===== src/rtl/cpu_io_pkg.sv =====
// cpu_io_pkg: shared state encodings and defaults for the CPU+IO step controller.
package cpu_io_pkg;
  localparam logic [1:0] ST_IDLE = 2'b00;
  localparam logic [1:0] ST_RUN = 2'b01;
  localparam logic [1:0] ST_BREAK = 2'b10;
  localparam logic [23:0] DEFAULT_RUN_DIV = 24'd5_000_000;
  typedef enum logic [1:0] {
    S_IDLE = ST_IDLE,
    S_RUN = ST_RUN,
    S_BREAK = ST_BREAK,
    S_BAD = 2'b11
  } state_e;
endpackage


===== src/rtl/btn_edge_detect.sv =====
// btn_edge_detect: one-cycle rise event from a debounced level button.
module btn_edge_detect (
  input  logic Clock,
  input  logic Reset,
  input  logic btn_i,
  output logic rise_o
);
  logic prev_q;
  always_ff @(posedge Clock) prev_q <= Reset ? 1'b0 : btn_i;
  assign rise_o = btn_i & ~prev_q;
endmodule


===== src/rtl/cpu_step_controller.sv =====
// cpu_step_controller: single-step / free-run / PC-breakpoint clock-enable sequencer.
module cpu_step_controller
  import cpu_io_pkg::*;
#(
  parameter logic [23:0] RUN_DIV = DEFAULT_RUN_DIV,
  parameter int CNT_WIDTH = 16
) (
  input  logic                 Clock,
  input  logic                 Reset,
  input  logic                 BtnStep,
  input  logic                 BtnRun,
  input  logic                 BreakEn,
  input  logic [31:0]          BreakAddr,
  input  logic [31:0]          PC,
  output logic                 CpuClkEn,
  output logic [1:0]           State,
  output logic                 Halted,
  output logic [CNT_WIDTH-1:0] StepCount
);
  state_e state_q, state_d;
  logic [23:0] div_q, div_d;
  logic pulse_q, pulse_d;
  logic [CNT_WIDTH-1:0] cnt_q, cnt_d;
  logic step_rise, run_rise, tc, brk;
  btn_edge_detect u_step (.Clock(Clock), .Reset(Reset), .btn_i(BtnStep), .rise_o(step_rise));
  btn_edge_detect u_run (.Clock(Clock), .Reset(Reset), .btn_i(BtnRun), .rise_o(run_rise));
  assign tc = div_q == RUN_DIV - 24'd1;
  assign brk = BreakEn && PC == BreakAddr;
  // run toggle has priority over step and over a coincident terminal count
  always_comb begin
    state_d = state_q;
    div_d = div_q;
    pulse_d = 1'b0;
    case (state_q)
      S_IDLE: begin
        state_d = run_rise ? S_RUN : S_IDLE;
        div_d = run_rise ? 24'd0 : div_q;
        pulse_d = step_rise & ~run_rise;
      end
      S_RUN: begin
        state_d = run_rise ? S_IDLE : (tc && brk) ? S_BREAK : S_RUN;
        div_d = (run_rise || tc) ? 24'd0 : div_q + 24'd1;
        pulse_d = ~run_rise & tc & ~brk;
      end
      S_BREAK: begin
        state_d = run_rise ? S_RUN : S_BREAK;
        div_d = run_rise ? 24'd0 : div_q;
        pulse_d = run_rise | step_rise;
      end
      default: begin
        state_d = S_IDLE;
        div_d = 24'd0;
      end
    endcase
  end
  assign cnt_d = (pulse_q && !(&cnt_q)) ? cnt_q + 1'b1 : cnt_q;
  always_ff @(posedge Clock) begin
    if (Reset) begin
      state_q <= S_IDLE;
      div_q <= 24'd0;
      pulse_q <= 1'b0;
      cnt_q <= '0;
    end else begin
      state_q <= state_d;
      div_q <= div_d;
      pulse_q <= pulse_d;
      cnt_q <= cnt_d;
    end
  end
  assign CpuClkEn = pulse_q;
  assign State = state_q;
  assign Halted = state_q == S_BREAK;
  assign StepCount = cnt_q;
endmodule

===== config.mk =====
export PLATFORM = sky130hd
export DESIGN_NAME = cpu_step_controller
export DESIGN_NICKNAME = d
export VERILOG_FILES = /design/src/rtl/cpu_io_pkg.sv /design/src/rtl/btn_edge_detect.sv /design/src/rtl/cpu_step_controller.sv
export SDC_FILE = /design/constraint.sdc
export NUM_CORES = 1
export LEC_CHECK = 0
export BUFFER_PORTS_ARGS = -buffer_cell sky130_fd_sc_hd__buf_2
export CAP_MARGIN = 40
export CORE_MARGIN = 2
export CORE_UTILIZATION = 34
export DETAILED_ROUTE_END_ITERATION = 10
export HOLD_SLACK_MARGIN = 0.1
export RECOVER_POWER = 100
export SLEW_MARGIN = 20
export SYNTH_ARGS = -nofsm -noshare
export SYNTH_HDL_FRONTEND = slang
export SYNTH_HIERARCHICAL = 1
export SYNTH_SLANG_ARGS = --single-unit

===== constraint.sdc =====
create_clock -name Clock -period 2.37 [get_ports Clock]
set_input_delay 0.3555 -clock Clock [delete_from_list [all_inputs] [get_ports Clock]]
set_output_delay 0.3555 -clock Clock [all_outputs]
set_load 0.01 [all_outputs]

; Word-level counts from Yosys, hierarchy flattened
; Index checks and enable logic that the tools add are counted.
[classes]
add_sub_neg = 2
eq_ne = 5
muxes = 9
n_bitwise = 10
reduce_logical = 8
[op_table]
columns = cell, n
row1 = 2-to-1 mux 24 bit, 2
row2 = one-hot mux 24 bit (2 select lines), 1
row3 = == test 32 bit, 1
row4 = adder 24 x 1 -> 24 bit (second input constant), 1
row5 = == test 24 x 23 -> 1 bit (second input constant), 1
row6 = adder 16 x 1 -> 16 bit (second input constant), 1
row7 = AND reduction 16 bit, 1
row8 = 2-to-1 mux 2 bit, 3
row9 = one-hot mux 2 bit (3 select lines), 1
row10 = AND 1 bit, 5
row11 = NOT 1 bit, 4
row12 = logical AND 1 bit, 3
row13 = one-hot mux 1 bit (3 select lines), 1
row14 = == test 2 x 1 -> 1 bit (second input constant), 1
row15 = == test 2 bit (second input constant), 1
row16 = zero test 2 bit, 1
row17 = != test 2 x 1 -> 1 bit (second input constant), 1
row18 = OR reduction 2 bit, 1
row19 = zero test 1 bit, 1
row20 = logical OR 1 bit, 1
row21 = 2-to-1 mux 1 bit, 1
row22 = bitwise OR 1 bit, 1
[totals]
in_bits = 69
register_bits = 45
output_inout_bits = 20

; Depth between registers and ports, before layout
[logic_depth]
ltp_word = 6
ltp_mapped = 8
mapped_depth_nobuf = 6

; Cells and area by module
; The synthesis kept the hierarchy.
[by_module_without_submodules]
columns = mod, instances, seq_area_each_um2, area_per_inst_um2, cells_each
row1 = cpu_step_controller, 1, 860.8, 2690.1, 321
row2 = btn_edge_detect, 2, 20.0, 47.5, 3

; Worst setup path before layout
; OpenSTA, ideal clock, no wires.
[synth_path]
kind = input port to flip-flop
from = in BtnRun
to = reg div_q[20]
path_buffers = 3
setup_slack_ns = 0.518
required_ns = 2.296
arrival_time_ns = 1.778
path_stages = 8
path_cell_list = nor2b_4 -> buf_2 -> or3b_1 -> buf_2 -> a211oi_4 -> buf_6 -> a41oi_1 -> a31oi_1
[synth_between]
elab_chain_cells = 4
elab_cells_between_ends = 5
classes_between = eq/ne: 1 / mux: 2 / bitwise: 1 / reduce/logical: 1
[synth_rtl]
columns = element, line
row1 = start: declaration, cpu_step_controller.sv:11  ; input logic BtnRun,
row2 = AND 1 bit (*), btn_edge_detect.sv:10  ; assign rise_o = btn_i & ~prev_q;
row3 = logical OR 1 bit, cpu_step_controller.sv:42  ; div_d = (run_rise || tc) ? 24'd0 : div_q + 24'd1;
row4 = 2-to-1 mux 24 bit, cpu_step_controller.sv:42
row5 = one-hot mux 24 bit (2 select lines), cpu_step_controller.sv:34  ; case (state_q)
row6 = end signal: assignment, cpu_step_controller.sv:65  ; div_q <= div_d;
row7 = end: declaration, cpu_step_controller.sv:21  ; logic [23:0] div_q, div_d;
; Every way passes the cells marked *; elsewhere a longest branch is shown, timed or not.
; A chain may end at the register's enable or synchronous reset.

; Final worst setup path
[layout_path]
from = reg div_q[0]
to = reg div_q[16]
[layout_between]
elab_chain_cells = 4
elab_cells_between_ends = 5
classes_between = add/sub: 1 / eq/ne: 1 / mux: 2 / reduce/logical: 1
[layout_rtl]
columns = element, line
row1 = "parallel branches: the longest is 2 deep, another holds adder 24 x 1 -> 24 bit", -
row2 = 2-to-1 mux 24 bit (*), cpu_step_controller.sv:42
row3 = one-hot mux 24 bit (2 select lines) (*), cpu_step_controller.sv:34
; Mark *: on every way between the ends.

==> insert_results.sql <==
INSERT INTO impl_metrics (metric_group, metric, value, unit) VALUES
('sta', 'max_freq', '0.475', 'GHz'),
('power', 'powerDensity', '453', 'nW/µm²'),
('logic_synthesis', 'synthMuxAreaShare', '0.0189', ''),
('power', 'total_leakage_power', '1.31', 'nW'),
('cells_and_area', 'final_nets', '483', ''),
('routing', 'drt_pass1_iterations', '4', ''),
('clock_tree', 'cts.clk_slew.worst_paths', '90', 'ps'),
('cells_and_area', 'layout_cells_sized_above_1', '0.211', ''),
('setup_path', 'reg2regPathDepth', '6', ''),
('clock_tree', 'post_cts_hold_buffer_count', '0', ''),
('sta', 'relSlewSlack', '0.215', ''),
('setup_path', 'worst_path_max_delay_cell', 'sky130_fd_sc_hd__nor3_1', ''),
('setup_path', 'setup.worst_path.end_class', 'register', ''),
('grt', 'number_of_global_route_vias_before_repair', '2654', ''),
('power', 'netSwitchingPower', '0.361', 'mW'),
('placed_design', 'io_buffer_count', '88', ''),
('routing', 'detailedRoute.firstIterationViolations', '119', ''),
('routing', 'routed-wl-met2', '3410', 'µm'),
('power', 'seq_power_share', '0.504', ''),
('logic_synthesis', 'yosys_warnings', '6', ''),
('power', 'combinationalPowerShare', '0.125', ''),
('hold_path', 'holdPathStages', '2', ''),
('setup_path', 'timing.critical_path.fanout_max', '5', ''),
('clock_tree', 'cts_max_path_buffers', '2', ''),
('routing', 'wl_per_cell', '13.4', 'µm'),
('power', 'cellInternalPower', '1.17', 'mW'),
('routing', 'drt_drc_violations_left', '0', ''),
('routing', 'drt-total-wl', '6920', 'µm'),
('hold_path', 'hold_path_end', 'u_step/prev_q$_SDFF_PP0_', ''),
('cells_and_area', 'n_fill_cell', '857', ''),
('setup_path', 'worst_r2r_endpoint', 'div_q[16]$_SDFFE_PP0P_', ''),
('setup_path', 'critPathLaunchType', 'register', ''),
('sta', 'worst_clock_skew', '9.95', 'ps'),
('sta', 'grt_setup_unrepaired', 'false', ''),
('sta', 'report.final.hold_viol_count', '0', ''),
('sta', 'slew_viol_final', '0', ''),
('floorplanning', 'io_pins', '89', ''),
('sta', 'setup_total_negative_slack', '0', 'ps'),
('logic_synthesis', 'synth_compound_gate_area_share', '0.152', ''),
('clock_tree', 'total_cts_buffers', '5', ''),
('clock_tree', 'cts_num_sinks', '45', ''),
('sta', 'timing.final.setup_violations', '0', ''),
('logic_synthesis', 'netlist-cell-type-count', '54', ''),
('setup_path', 'timing.rr.start', 'div_q[0]$_SDFFE_PP0P_', ''),
('routing', 'vias', '2713', ''),
('job', 'cap_violations', '0', ''),
('grt', 'grt_util_all_layers', '0.159', ''),
('setup_path', 'timing.reg2reg.setup_slack', '260', 'ps'),
('logic_synthesis', 'syn_inst', '327', ''),
('setup_path', 'timing.setup.critical_path_class', 'reg2reg', ''),
('logic_synthesis', 'synth-xor-area-share', '0.138', ''),
('cells_and_area', 'diodes', '0', ''),
('floorplanning', 'floorplan.initialDensity', '0.344', ''),
('cells_and_area', 'fin_util', '0.417', ''),
('clock_tree', 'cts_root_buf', 'sky130_fd_sc_hd__clkbuf_8', ''),
('logic_synthesis', 'synth_adder_area_share', '0.00898', ''),
('logic_synthesis', 'synthArstFlopShare', '0', ''),
('run_status', 'outcome', 'finished, final reports clean', ''),
('floorplanning', 'fp.dieH', '94.5', 'µm'),
('clock_tree', 'worst_skew_pair.late_latency', '300', 'ps'),
('power', 'max-vdd-ir-drop', '0.188', 'mV'),
('hold_path', 'hold_path_startpoint', 'BtnStep', ''),
('floorplanning', 'placementRows', '33', ''),
('sta', 'min_period', '2110', 'ps'),
('routing', 'detailroute.wirelength.met3', '274', 'µm'),
('floorplanning', 'die_boundary_width', '94.5', 'µm'),
('cells_and_area', 'area_delta_synth_final', '21.2', '%'),
('clock_tree', 'ctsResizeCount', '0', ''),
('clock_tree', 'postCtsSetupBuffers', '0', ''),
('sta', 'timing_worst_slew_pin_value', '1180', 'ps'),
('logic_synthesis', 'synth_simple_gate_area_share', '0.322', '');
==> power by group through the flow <==
stage               clock network, mW  logic (mW)  registers (mW)
floorplan                           0       0.107           0.788
global placement                    0       0.190           0.789
detailed placement                  0       0.197           0.789
CTS                             0.588       0.197           0.772
global route                    0.617       0.215           0.773
finish                          0.567       0.191           0.772
==> flip-flops by register name (all words and copies together), names as in the netlist <==
| register | count |
|---|---|
| u_step/prev_q | 1 |
| StepCount | 16 |
| u_run/prev_q | 1 |
| div_q | 24 |
| State | 2 |
| CpuClkEn | 1 |
==> critical path, delay by kind of cell (launching register included) <==
| kind | cells | cell delay [ps] |
|---|---|---|
| AOI/OAI and AO/OA | 1 | 240 |
| adders and majority gates | 1 | 270 |
| DFF | 1 | 410 |
| and+or+nand+nor | 4 | 1080 |
==> how the worst max path moves through the flow <==
stage	from	to	slack [ps]	cells past startpoint
after global routing	div_q[0]$_SDFFE_PP0P_	div_q[22]$_SDFFE_PP0P_	100	6
after detailed placement	div_q[0]$_SDFFE_PP0P_	CpuClkEn$_SDFF_PP0_	350	6
final	div_q[0]$_SDFFE_PP0P_	div_q[16]$_SDFFE_PP0P_	260	6
after floorplan	BtnRun	div_q[20]$_SDFFE_PP0P_	520	8
after global placement	div_q[0]$_SDFFE_PP0P_	CpuClkEn$_SDFF_PP0_	400	6
after CTS	div_q[0]$_SDFFE_PP0P_	CpuClkEn$_SDFF_PP0_	320	6
==> per-layer routing <==
layer  GRT usage  up-vias
met5           0        -
met3      0.0263        6
met2       0.289       50
li1            -     1372
met4      0.0399        0
met1       0.195     1285
==> final cells by class <==
| type | instances | area (µm²) | area share |
|---|---|---|---|
| Tap cell | 105 | 131 | 0.0389 |
| Multi-Input combinational cell | 262 | 1760 | 0.522 |
| Inverter | 4 | 15.0 | 0.00445 |
| Timing Repair Buffer | 94 | 460 | 0.136 |
| Clock inverter | 2 | 35.0 | 0.0104 |
| Clock buffer | 5 | 68.8 | 0.0204 |
| Sequential cell | 45 | 901 | 0.267 |
==> metrics by stage <==
step	setup WS, ps	area, µm²	cells	power [mW]	hold slack [ps]
2_1_floorplan	518	2790	327	0.895	420
3_3_place_gp	397	3330	510	0.979	467
3_5_place_dp	354	3330	510	0.986	476
4_1_cts	317	3430	517	1.56	283
5_1_grt	103	3370	517	1.61	290
6_report	264	3370	517	1.53	297
==> cell usage in the layout (no fill, tap or decap), types with 7 or more instances in the layout <==
cell type                  instances
sky130_fd_sc_hd__nand2_1          17
sky130_fd_sc_hd__o21ai_0           8
sky130_fd_sc_hd__xnor2_1          24
sky130_fd_sc_hd__a31oi_1          12
sky130_fd_sc_hd__nor2_1           29
sky130_fd_sc_hd__dfxtp_1          45
sky130_fd_sc_hd__nand4_1          13
sky130_fd_sc_hd__nor3_1            7
sky130_fd_sc_hd__nand3_1          20
sky130_fd_sc_hd__buf_2            67
sky130_fd_sc_hd__clkbuf_1         24
sky130_fd_sc_hd__a21oi_1          16
sky130_fd_sc_hd__and3_1           13
sky130_fd_sc_hd__and4_1            8
sky130_fd_sc_hd__nor4_1            8
sky130_fd_sc_hd__xor2_1           20
==> logic make-up after synthesis <==
logic type | after synthesis
buffers and inverters | 20
adder cells (fa/ha/maj) | 2
flip-flops | 45
AND/OR/NAND/NOR | 150
XOR/XNOR | 44
AO/OA/AOI/OAI | 61
multiplexers | 5
==> cell usage after synthesis, types with 8 or more instances <==
| cell type | n | area [µm²] |
|---|---|---|
| sky130_fd_sc_hd__dfxtp_1 | 45 | 901 |
| sky130_fd_sc_hd__nor2_1 | 29 | 109 |
| sky130_fd_sc_hd__xnor2_1 | 24 | 210 |
| sky130_fd_sc_hd__nand3_1 | 20 | 100 |
| sky130_fd_sc_hd__xor2_1 | 20 | 175 |
| sky130_fd_sc_hd__nand2_1 | 17 | 63.8 |
| sky130_fd_sc_hd__a21oi_1 | 16 | 80.1 |
| sky130_fd_sc_hd__and3_1 | 13 | 81.3 |
| sky130_fd_sc_hd__nand4_1 | 13 | 81.3 |
| sky130_fd_sc_hd__a31oi_1 | 12 | 75.1 |
| sky130_fd_sc_hd__and4_1 | 8 | 70.1 |
| sky130_fd_sc_hd__nor4_1 | 8 | 50.1 |
Note: power is estimated with default switching activity, not from simulation.
